$ cat src/rtl/alu_bist.sv
// Built-in self-test controller for the datapath ALU: drives LFSR operands and a cycling
// function code, compacts Y/zero/OF into a MISR and compares against a golden signature.
module alu_bist #(
   parameter int              N           = 32,
   parameter int              NUM_VECTORS = 256,
   parameter logic [N-1:0]    POLY        = 32'h80200003,
   parameter logic [N-1:0]    SEED_A      = 32'h00000001,
   parameter logic [N-1:0]    SEED_B      = 32'hACE1ACE1,
   parameter logic [N-1:0]    GOLDEN_SIG  = 32'h00000000,
   localparam int             VW          = $clog2(NUM_VECTORS + 1)
) (
   input  logic          clk,
   input  logic          reset_n,
   input  logic          start,
   output logic [N-1:0]  A,
   output logic [N-1:0]  B,
   output logic [2:0]    F,
   input  logic [N-1:0]  Y,
   input  logic          zero,
   input  logic          OF,
   output logic          busy,
   output logic          done,
   output logic          pass,
   output logic [N-1:0]  signature,
   output logic [VW-1:0] vec_count
);

   typedef enum logic [1:0] {
      IDLE   = 2'd0,
      APPLY  = 2'd1,
      SAMPLE = 2'd2,
      DONE   = 2'd3
   } state_t;

   // An all-zero LFSR never leaves zero, so a zero seed is promoted to 1.
   localparam logic [N-1:0]  ONE_N      = {{(N-1){1'b0}}, 1'b1};
   localparam logic [N-1:0]  SEED_A_EFF = (SEED_A == {N{1'b0}}) ? ONE_N : SEED_A;
   localparam logic [N-1:0]  SEED_B_EFF = (SEED_B == {N{1'b0}}) ? ONE_N : SEED_B;
   localparam logic [VW-1:0] LAST_CNT   = VW'(NUM_VECTORS - 1);

   function automatic logic [N-1:0] lfsr_step(input logic [N-1:0] s);
      return (s >> 1) ^ (s[0] ? POLY : {N{1'b0}});
   endfunction

   state_t        state_r, state_s;
   logic [N-1:0]  a_r, a_s, b_r, b_s, sig_r, sig_s, misr_s;
   logic [2:0]    f_r, f_s;
   logic [VW-1:0] cnt_r, cnt_s;
   logic          busy_r, busy_s, done_r, done_s, pass_r, pass_s;
   logic          last_s;

   assign last_s = (cnt_r == LAST_CNT);
   assign misr_s = lfsr_step(sig_r) ^ Y ^ {zero, {(N-1){1'b0}}} ^ {1'b0, OF, {(N-2){1'b0}}};

   // State register.
   always_ff @(posedge clk or negedge reset_n) begin
      if (!reset_n) begin
         state_r <= IDLE;
      end else begin
         state_r <= state_s;
      end
   end

   // Next-state decode; start is only honoured from IDLE or DONE.
   always_comb begin
      state_s = state_r;
      case (state_r)
         IDLE:    if (start) state_s = APPLY;  else state_s = IDLE;
         APPLY:   state_s = SAMPLE;
         SAMPLE:  if (last_s) state_s = DONE;  else state_s = APPLY;
         DONE:    if (start) state_s = APPLY;  else state_s = DONE;
         default: state_s = IDLE;
      endcase
   end

   // Next values of the operand, signature and status registers.
   always_comb begin
      a_s    = a_r;
      b_s    = b_r;
      f_s    = f_r;
      sig_s  = sig_r;
      cnt_s  = cnt_r;
      busy_s = busy_r;
      done_s = done_r;
      pass_s = pass_r;
      case (state_r)
         IDLE, DONE: begin
            if (start) begin
               a_s    = SEED_A_EFF;
               b_s    = SEED_B_EFF;
               f_s    = 3'd0;
               sig_s  = {N{1'b0}};
               cnt_s  = {VW{1'b0}};
               busy_s = 1'b1;
               done_s = 1'b0;
               pass_s = 1'b0;
            end else begin
               busy_s = 1'b0;
            end
         end
         APPLY: begin
            busy_s = 1'b1;
         end
         SAMPLE: begin
            sig_s = misr_s;
            cnt_s = cnt_r + VW'(1'b1);
            if (last_s) begin
               busy_s = 1'b0;
               done_s = 1'b1;
               pass_s = (misr_s == GOLDEN_SIG);
            end else begin
               a_s = lfsr_step(a_r);
               b_s = lfsr_step(b_r);
               f_s = f_r + 3'd1;
            end
         end
         default: begin
            busy_s = 1'b0;
            done_s = 1'b0;
            pass_s = 1'b0;
         end
      endcase
   end

   // Datapath and status registers; every output comes straight from here.
   always_ff @(posedge clk or negedge reset_n) begin
      if (!reset_n) begin
         a_r    <= {N{1'b0}};
         b_r    <= {N{1'b0}};
         f_r    <= 3'd0;
         sig_r  <= {N{1'b0}};
         cnt_r  <= {VW{1'b0}};
         busy_r <= 1'b0;
         done_r <= 1'b0;
         pass_r <= 1'b0;
      end else begin
         a_r    <= a_s;
         b_r    <= b_s;
         f_r    <= f_s;
         sig_r  <= sig_s;
         cnt_r  <= cnt_s;
         busy_r <= busy_s;
         done_r <= done_s;
         pass_r <= pass_s;
      end
   end

   assign A         = a_r;
   assign B         = b_r;
   assign F         = f_r;
   assign signature = sig_r;
   assign vec_count = cnt_r;
   assign busy      = busy_r;
   assign done      = done_r;
   assign pass      = pass_r;

endmodule

$ cat config.mk
export PLATFORM = sky130hd
export DESIGN_NAME = alu_bist
export DESIGN_NICKNAME = d
export VERILOG_FILES = /design/src/rtl/alu_bist.sv
export SDC_FILE = /design/constraint.sdc
export NUM_CORES = 1
export LEC_CHECK = 0
export CAP_MARGIN = 20
export CELL_PAD_IN_SITES_DETAIL_PLACEMENT = 2
export CELL_PAD_IN_SITES_GLOBAL_PLACEMENT = 2
export CORE_MARGIN = 4
export CORE_UTILIZATION = 35
export DETAILED_ROUTE_END_ITERATION = 10
export DONT_BUFFER_PORTS = 1
export GPL_ROUTABILITY_DRIVEN = 0
export PLACE_DENSITY_LB_ADDON = 0.1
export REMOVE_ABC_BUFFERS = 1
export SYNTH_ARGS = -nofsm -noshare
export SYNTH_HDL_FRONTEND = slang
export SYNTH_SLANG_ARGS = --single-unit
$ cat constraint.sdc
create_clock -name clk -period 3.06 [get_ports clk]
set_input_delay 0.612 -clock clk [delete_from_list [all_inputs] [get_ports clk]]
set_output_delay 0.612 -clock clk [all_outputs]
set_load 0.02 [all_outputs]
Word level (Yosys, flattened, before mapping). Index checks and enable logic that the tools add are counted. Widths: inputs -> output; s select.

Bits in registers: 113. Input port bits: 37. Output and inout port bits: 111.

Add/subtract/negate cells: 2. Equality and inequality tests: 7. Multiplexer cells: 28. Bitwise logic cells: 6. Reduce and logical (&&, ||, !) cells: 7.

Operators by type and width (number): $mux 32 (8); $pmux 32 s2 (3); $xor 31x32->32 (3); $xor 32x32->32 (2); $logic_not 32->1 (1); $xor 32x31->32 (1); $pmux 9 s2 (1); $add 9x1->9 const B (1); $eq 9x8->1 const B (1); $mux 9 (1); $pmux 2 s4 (1); $mux 1 (6); $mux 3 (2); $ne 2x2->1 const B (3); $pmux 3 s2 (1); $reduce_and 3->1 (2); $eq 2x2->1 const B (2); $mux 2 (2); $pmux 1 s2 (2); $add 3x1->3 const B (1); $pmux 1 s3 (1); $eq 2x1->1 const B (1); $logic_not 2->1 (1); $reduce_and 2->1 (1); 2 further kinds (2).

Depth between registers and ports, before layout. Gate-level depths: netlist of the first run.

Depth in word-level cells: 8. Mapped depth: 9. Mapped depth without buffers: 7.

Worst setup path after synthesis of the first run. Ideal clock, no wire load.

Path type: register to register. Start: register cnt_r[2] (netlist: vec_count[2]). End: register b_r[31] (netlist: B[31]). Setup time: 0.122 ns. Arrival time: 2.015 ns. Required time: 2.938 ns. Path slack: 0.923 ns. Stages on the path, launching flop included: 9. Path buffers: 3. Period minus slack after synthesis: 2.137 ns. Cells stage by stage: dfrtp_1 > and4_1 > and4_1 > ha_1 > buf_2 > or2_2 > clkbuf_1 > buf_2 > o22a_1.

Longest elaborated chain between the ends: 3.

RTL lines: start: declaration (line 48) `logic [VW-1:0] cnt_r, cnt_s;`; start signal: assignment (line 132) `cnt_r <= {VW{1'b0}};`; start signal: assignment (line 141) `cnt_r <= cnt_s;`; $eq 9x8->1 (line 52) `assign last_s = (cnt_r == LAST_CNT);`; $ne 2x2->1 (no source line); $reduce_and 3->1 (no source line); end signal: assignment (line 129) `b_r <= {N{1'b0}};`; end signal: assignment (line 138) `b_r <= b_s;`; end: declaration (line 46) `logic [N-1:0] a_r, a_s, b_r, b_s, sig_r, sig_s, misr_s;`.

No other way between the ends. A chain may end at the register's enable or synchronous reset.

Worst setup path in the final report of the first run.
Start: register cnt_r[2] (netlist: vec_count[2]). End: register f_r[1] (netlist: F[1]).

Longest elaborated chain between the ends: 3.

RTL lines: $eq 9x8->1 (line 52); $ne 2x2->1 (no source line); $reduce_and 3->1 (no source line); end signal: assignment (line 139) `f_r <= f_s;`; end: declaration (line 47) `logic [2:0] f_r, f_s;`.

No other way between the ends.

==> results by group, run 1 <==
Status
  • Run status: complete, but fails checks
  • Violated checks: hold timing

Pwr
  • Peak VDD IR: approximately 0.55 mV
  • Sw Pwr: between 2000 and 3000 µW
  • LEAKAGE: around 0.0024 µW
  • Switching Fraction: between 40% and 50%
  • Pint: about 3900 µW
  • Combinational share of power: between 20% and 30%
  • Clock power share: 29.1%
  • Power per cell area: 1212 nW/µm²
  • Reg power frac: between 40 and 50%

Synthesis
  • Syn. warnings: 0
  • Area contributors post-synth: dfrtp_1 59%, a22o_1 9.3%, xnor2_1 6.0%
  • Post-synth top area share: between 50% and 60%
  • Area of the mapped netlist: 4818 µm²
  • Synthesized flop and latch total: about 110
  • Post-synth top cells: 113 x dfrtp_1, 51 x a22o_1, 48 x nand2_1
  • Post-synth ARST share: 100.0%
  • Post-synth top flop: dfrtp_1
  • Post-synth cell types: 38
  • Post-synthesis sequential area ratio: about three fifths
  • Syn avg cell area: about 12 µm²
  • Mapped Cells: ~420
  • Yosys top cell by area: dfrtp_1
  • Count leader, synth: dfrtp_1
  • Post-synth EDFFs: 0

Clocking
  • TritonCTS clock tree: yes
  • Cts repair resizes: 0
  • CTS clk-pin slew, worst paths: 50 ps
  • Clock buffer depth: 2
  • Post-CTS setup buffers: 0
  • Htree depth: 4
  • Clk_lat worst skew: ~410 ps
  • TritonCTS Buffers: 17
  • Clock sink total: about 110
  • Root buf cell: clkbuf_16

STA
  • # setup viols final: 0
  • Tmin final: roughly 2500 ps
  • Clock Skew: approximately 6.0 ps
  • Worst relative slew slack: a little under a third
  • Hold WS: -103.7 ps
  • Hold Vio Cnt, Final: 113
  • Final setup TNS: 0 ps
  • Tcrit/Tclk final: just over 80%
  • Final WS setup: a little under 600 ps
  • Peak Freq: around 400 MHz
  • Worst-margin pin slew: slightly above 1000 ps
  • Unrepaired setup endpoints after global routing: false
  • Fin. max-slew vios: 0

Placement
  • Detailed placement HPWL: roughly 8600 µm
  • IO buf count: 0
  • Setup WS pre-CTS: between 500 and 600 ps

Layout
  • Layout cell share with drive strength beyond 1: between 10% and 20%
  • Antenna diodes: 0
  • Area Overhead vs Synth: 15.63%
  • Nets: 459

GRT
  • Vias in the first global route: 3,682
  • First-pass GRT wire length: 20,690 µm
  • Initial antenna violation count: 0
  • Overall Global Routing Usage: ~17%
  • Largest net degree at the start of global routing: ~110
  • Gr ovfl total: 0

Min path
  • Hold WC Path Type: input pin to async pin

Die
  • I/O Pins: 148
  • Initial core utilization: between 30 and 40%
  • Core Footprint: between 10,000 and 15,000 µm²
  • Die Y-Extent: around 130 µm
  • Die X: between 100 and 150 µm
  • Row count: 42
  • Full die area: between 15,000 and 20,000 µm²

Setup path
  • Worst Reg-to-Reg Cells: 8
  • Crit-path max FO: 50
  • CP Launch Type: flip-flop
  • Critical Path RT: between 3000 and 4000 ps
  • Worst setup path category: flip-flop to flip-flop
  • Critical Path Start: vec_count[2]$_DFFE_PN0P_
  • Crit path capture type: flip-flop
  • Crit path DAT: between 2000 and 3000 ps
  • R2r startpoint: vec_count[2]$_DFFE_PN0P_
  • Critical Path Sink: F[1]$_DFFE_PN0P_
  • R2r endpoint: F[1]$_DFFE_PN0P_
  • Reg2reg setup slack: a little under 600 ps

Routing
  • Detailed-route via count: 3,343
  • DRC: 0
  • Initial DRC count: 160
  • WL per Instance: approximately 22 µm
  • Vias per cell: 5.535
  • Final wirelength: 13,000 µm
  • Post-route ant nets: 0
  • DR pass1 iterations: 4

Flow run
  • Max cap viols: 0
## layout make-up
cell class	count	area, µm²
fillers	1378	7776
flip-flops and latches	113	2828
multi-input cells	270	1859
clock buffers	23	488.0
well taps	176	220.2
clock inverters	9	105.1
repair buffers	6	45.04
inverters	7	26.28
## stage by stage
stage	hold WS (ps)	area [µm²]	total power, µW	util, %	cells
4_1_cts	-121.1	5572	6870	41.74	604
2_1_floorplan	316.4	4693	4123	-	390
5_1_grt	-128.0	5572	7220	41.74	604
3_3_place_gp	319.2	4979	4764	37.30	572
3_5_place_dp	319.4	4979	4866	37.30	572
6_report	-103.7	5572	6755	41.74	604
## logic make-up (layout without fill, tap and decap cells)
| logic type | Yosys count | in the layout | share of synthesized area [%] |
|---|---|---|---|
| fa+ha+maj | 7 | 7 | 1.818 |
| buf+inv | 32 | 45 | 3.142 |
| flops | 113 | 113 | 58.69 |
| mux | 6 | 6 | 1.454 |
| simple gates | 92 | 92 | 8.855 |
| xor+xnor | 39 | 39 | 7.089 |
| compound gates | 126 | 126 | 18.96 |
## sequential cells by signal, indices dropped and copies added, names as in the netlist
register   cells
A             32
B             32
signature     32
vec_count      9
F              3
state_r        2
busy           1
done           1
pass           1
## routing by layer
metal / vias to the layer above / track usage (%) / share of wire, %
li1: 1486 / - / -
met1: 1726 / 19.55 / 42
met2: 114 / 27.59 / 48
met3: 17 / 7.079 / 8.4
met4: 0 / 5.740 / 1.4
met5: - / 0 / 0
## worst min path at each step
stage / startpoint / to / slack [ps] / cells past startpoint
global placement: reset_n / signature[16]$_DFFE_PN0P_ / 320 / 0
global route: reset_n / signature[15]$_DFFE_PN0P_ / -130 / 0
floorplan: reset_n / A[0]$_DFFE_PN0P_ / 320 / 0
finish: reset_n / signature[15]$_DFFE_PN0P_ / -100 / 0
CTS: reset_n / signature[16]$_DFFE_PN0P_ / -120 / 0
detailed placement: reset_n / signature[16]$_DFFE_PN0P_ / 320 / 0
## critical path, stage by stage, from the launching register on
cell and delay, ps:
dfrtp_1 570, and4_1 300, and4_1 220, ha_1 210
buf_4 200, nand2_1 100, nand2_2 90, buf_4 450
a22o_1 230
## placed cells by master (no fill, tap or decap), types with 3 or more instances in the layout
cell type   netlist  layout
nor3_1            3       3
nand2_1          48      47
nand4_1           9       9
mux2_2            5       5
a22o_1           51      51
xnor2_1          33      33
buf_4             1       6
clkinv_2          0       3
clkbuf_16         0      17
nand2b_1          3       3
o21ai_0          40      40
a21oi_1           7       7
clkinvlp_4        0       4
nor2b_1           5       5
ha_1              7       7
inv_1             7       7
clkbuf_8          0       4
dfrtp_1         113     113
xor2_1            6       6
nor2_1           10      10
o22a_1           12      12
nand3_1           7       7
## power groups by stage
stage / Sequential [µW] / Clock [µW] / Combinational [µW]
floorplan: 2820 / 0 / 1300
global placement: 3000 / 0 / 1770
detailed placement: 3010 / 0 / 1850
CTS: 3000 / 2000 / 1870
global route: 3060 / 2080 / 2080
finish: 2970 / 1960 / 1820
Note: power is estimated with default switching activity, not from simulation.
==> run 2, diff against run 1 <==
==> constraint.sdc (replaced) <==
create_clock -name clk -period 2.56 [get_ports clk]
set_input_delay 0.512 -clock clk [delete_from_list [all_inputs] [get_ports clk]]
set_output_delay 0.512 -clock clk [all_outputs]
set_load 0.02 [all_outputs]
==> results by group, run 2 (same netlist as run 1, synthesis figures left out) <==
Die
  • Full die area: 15,710 µm²
  • I/O Pins: 148
  • Initial core utilization: approximately 36%
  • Die Y-Extent: approximately 130 µm
  • Core Footprint: approximately 13,000 µm²
  • Row count: between 40 and 50
  • Die X: ~130 µm

Routing
  • Final wirelength: roughly 13,000 µm
  • DR pass1 iterations: 4
  • DRC: 0
  • WL per Instance: between 20 and 25 µm
  • Detailed-route via count: about 3,400
  • Vias per cell: about 5.5
  • Initial DRC count: approximately 140
  • Post-route ant nets: 0

STA
  • Worst relative slew slack: approximately half
  • Unrepaired setup endpoints after global routing: false
  • Hold Vio Cnt, Final: ~110
  • Tcrit/Tclk final: 89.28%
  • Tmin final: roughly 2300 ps
  • Peak Freq: between 400 and 500 MHz
  • Fin. max-slew vios: 0
  • Worst-margin pin slew: about 700 ps
  • Hold WS: -208.1 ps
  • Clock Skew: roughly 8.0 ps
  • # setup viols final: 0

Status
  • Run status: complete, but fails checks
  • Violated checks: hold timing

Setup path
  • Critical Path Start: state_r[0]$_DFF_PN0_
  • Critical Path RT: around 2900 ps
  • Crit path capture type: flip-flop
  • Worst setup path category: flip-flop to flip-flop
  • R2r startpoint: state_r[0]$_DFF_PN0_
  • Crit path DAT: approximately 2600 ps
  • Crit-path max FO: 21
  • CP Launch Type: flip-flop

Clocking
  • TritonCTS Buffers: 17
  • Htree depth: 4
  • Clock sink total: ~110
  • Post-CTS setup buffers: 0
  • Clock buffer depth: 2
  • CTS clk-pin slew, worst paths: roughly 60 ps
  • Clk_lat worst skew: 410 ps
  • TritonCTS clock tree: yes
  • Root buf cell: clkbuf_16

Pwr
  • LEAKAGE: ~0.0025 µW
  • Power per cell area: between 1000 and 1500 nW/µm²
  • Total power: 8358 µW
  • Peak VDD IR: between 0.5 and 0.6 mV

Flow run
  • Max cap viols: 0

GRT
  • First-pass GRT wire length: 21,050 µm
  • Vias in the first global route: about 3,800
  • Gr ovfl total: 0
  • Overall Global Routing Usage: 16.98%
  • Initial antenna violation count: 0
  • Largest net degree at the start of global routing: roughly 110

Layout
  • Antenna diodes: 0
  • Final instance area: 5695 µm²
  • Nets: 467
  • Commonest non-fill, non-tap cells in the layout: 113 x dfrtp_1, 51 x a22o_1, 47 x nand2_1
  • Layout cell share with drive strength beyond 1: between 10 and 15%
  • Area Overhead vs Synth: 18.20%
  • Most common cell after layout, fill and taps aside: dfrtp_1

Min path
  • Hold WC Path Type: input pin to async pin

Placement
  • IO buf count: 0
  • Detailed placement HPWL: roughly 8700 µm
  • Placed cell areas: 5064 µm²
## run 2: layout make-up
| type | instances | area [µm²] |
|---|---|---|
| Sequential cell | 113 | 2828 |
| Timing Repair Buffer | 14 | 130.1 |
| Clock buffer | 23 | 478.0 |
| Multi-Input combinational cell | 270 | 1859 |
| Inverter | 7 | 26.28 |
| Fill cell | 1344 | 7652 |
| Tap cell | 176 | 220.2 |
| Clock inverter | 9 | 153.9 |
## run 2: repair_timing
item	in CTS	in global routing
gates resized for setup	0	0
setup endpoints to repair	0	0
hold endpoints to repair	113	113
## run 2: power breakdown
group / total (µW) / internal [µW] / switching (µW)
clock network: 2520 / 1700 / 821
registers: 3490 / 2320 / 1170
logic: 2350 / 923 / 1420
## run 2: path summary, 6_finish.rpt
| check | endpoint | cells after the start | slack, ps |
|---|---|---|---|
| setup / recovery | signature[0]$_DFFE_PN0P_ | 6 | 270 |
| hold / removal | signature[30]$_DFFE_PN0P_ | 0 | -210 |
| setup reg to reg | signature[0]$_DFFE_PN0P_ | 6 | 270 |
| hold reg to reg | state_r[1]$_DFF_PN0_ | 1 | 530 |
| max in group asynchronous | A[12]$_DFFE_PN0P_ | 0 | 2600 |
| min in group clk | state_r[0]$_DFF_PN0_ | 2 | 300 |
## run 2: per-layer routing
layer	global-route usage [%]	vias up	part of all wire (%)
met2	27.55	111	49
met5	0	-	0
met3	7.804	14	8.9
met1	19.77	1726	41
met4	6.378	0	1.5
li1	-	1504	-
## run 2: critical path: stages (launching register included)
cell	delay, ps
dfrtp_1	400
inv_1	90
ha_1	470
mux2i_4	590
buf_4	360
o21ai_0	140
o31ai_1	130
## run 2: stage by stage
| step | TNS (ps) | setup slack [ps] | cells | util, % |
|---|---|---|---|---|
| 6_report | 0 | 274.5 | 612 | 42.67 |
| 5_1_grt | 0 | 29.98 | 612 | 42.67 |
| 4_1_cts | 0 | 224.0 | 612 | 42.67 |
| 3_5_place_dp | 0 | 292.6 | 580 | 37.94 |
| 3_3_place_gp | 0 | 423.0 | 580 | 37.94 |
| 2_1_floorplan | -25510 | -440.2 | 390 | - |
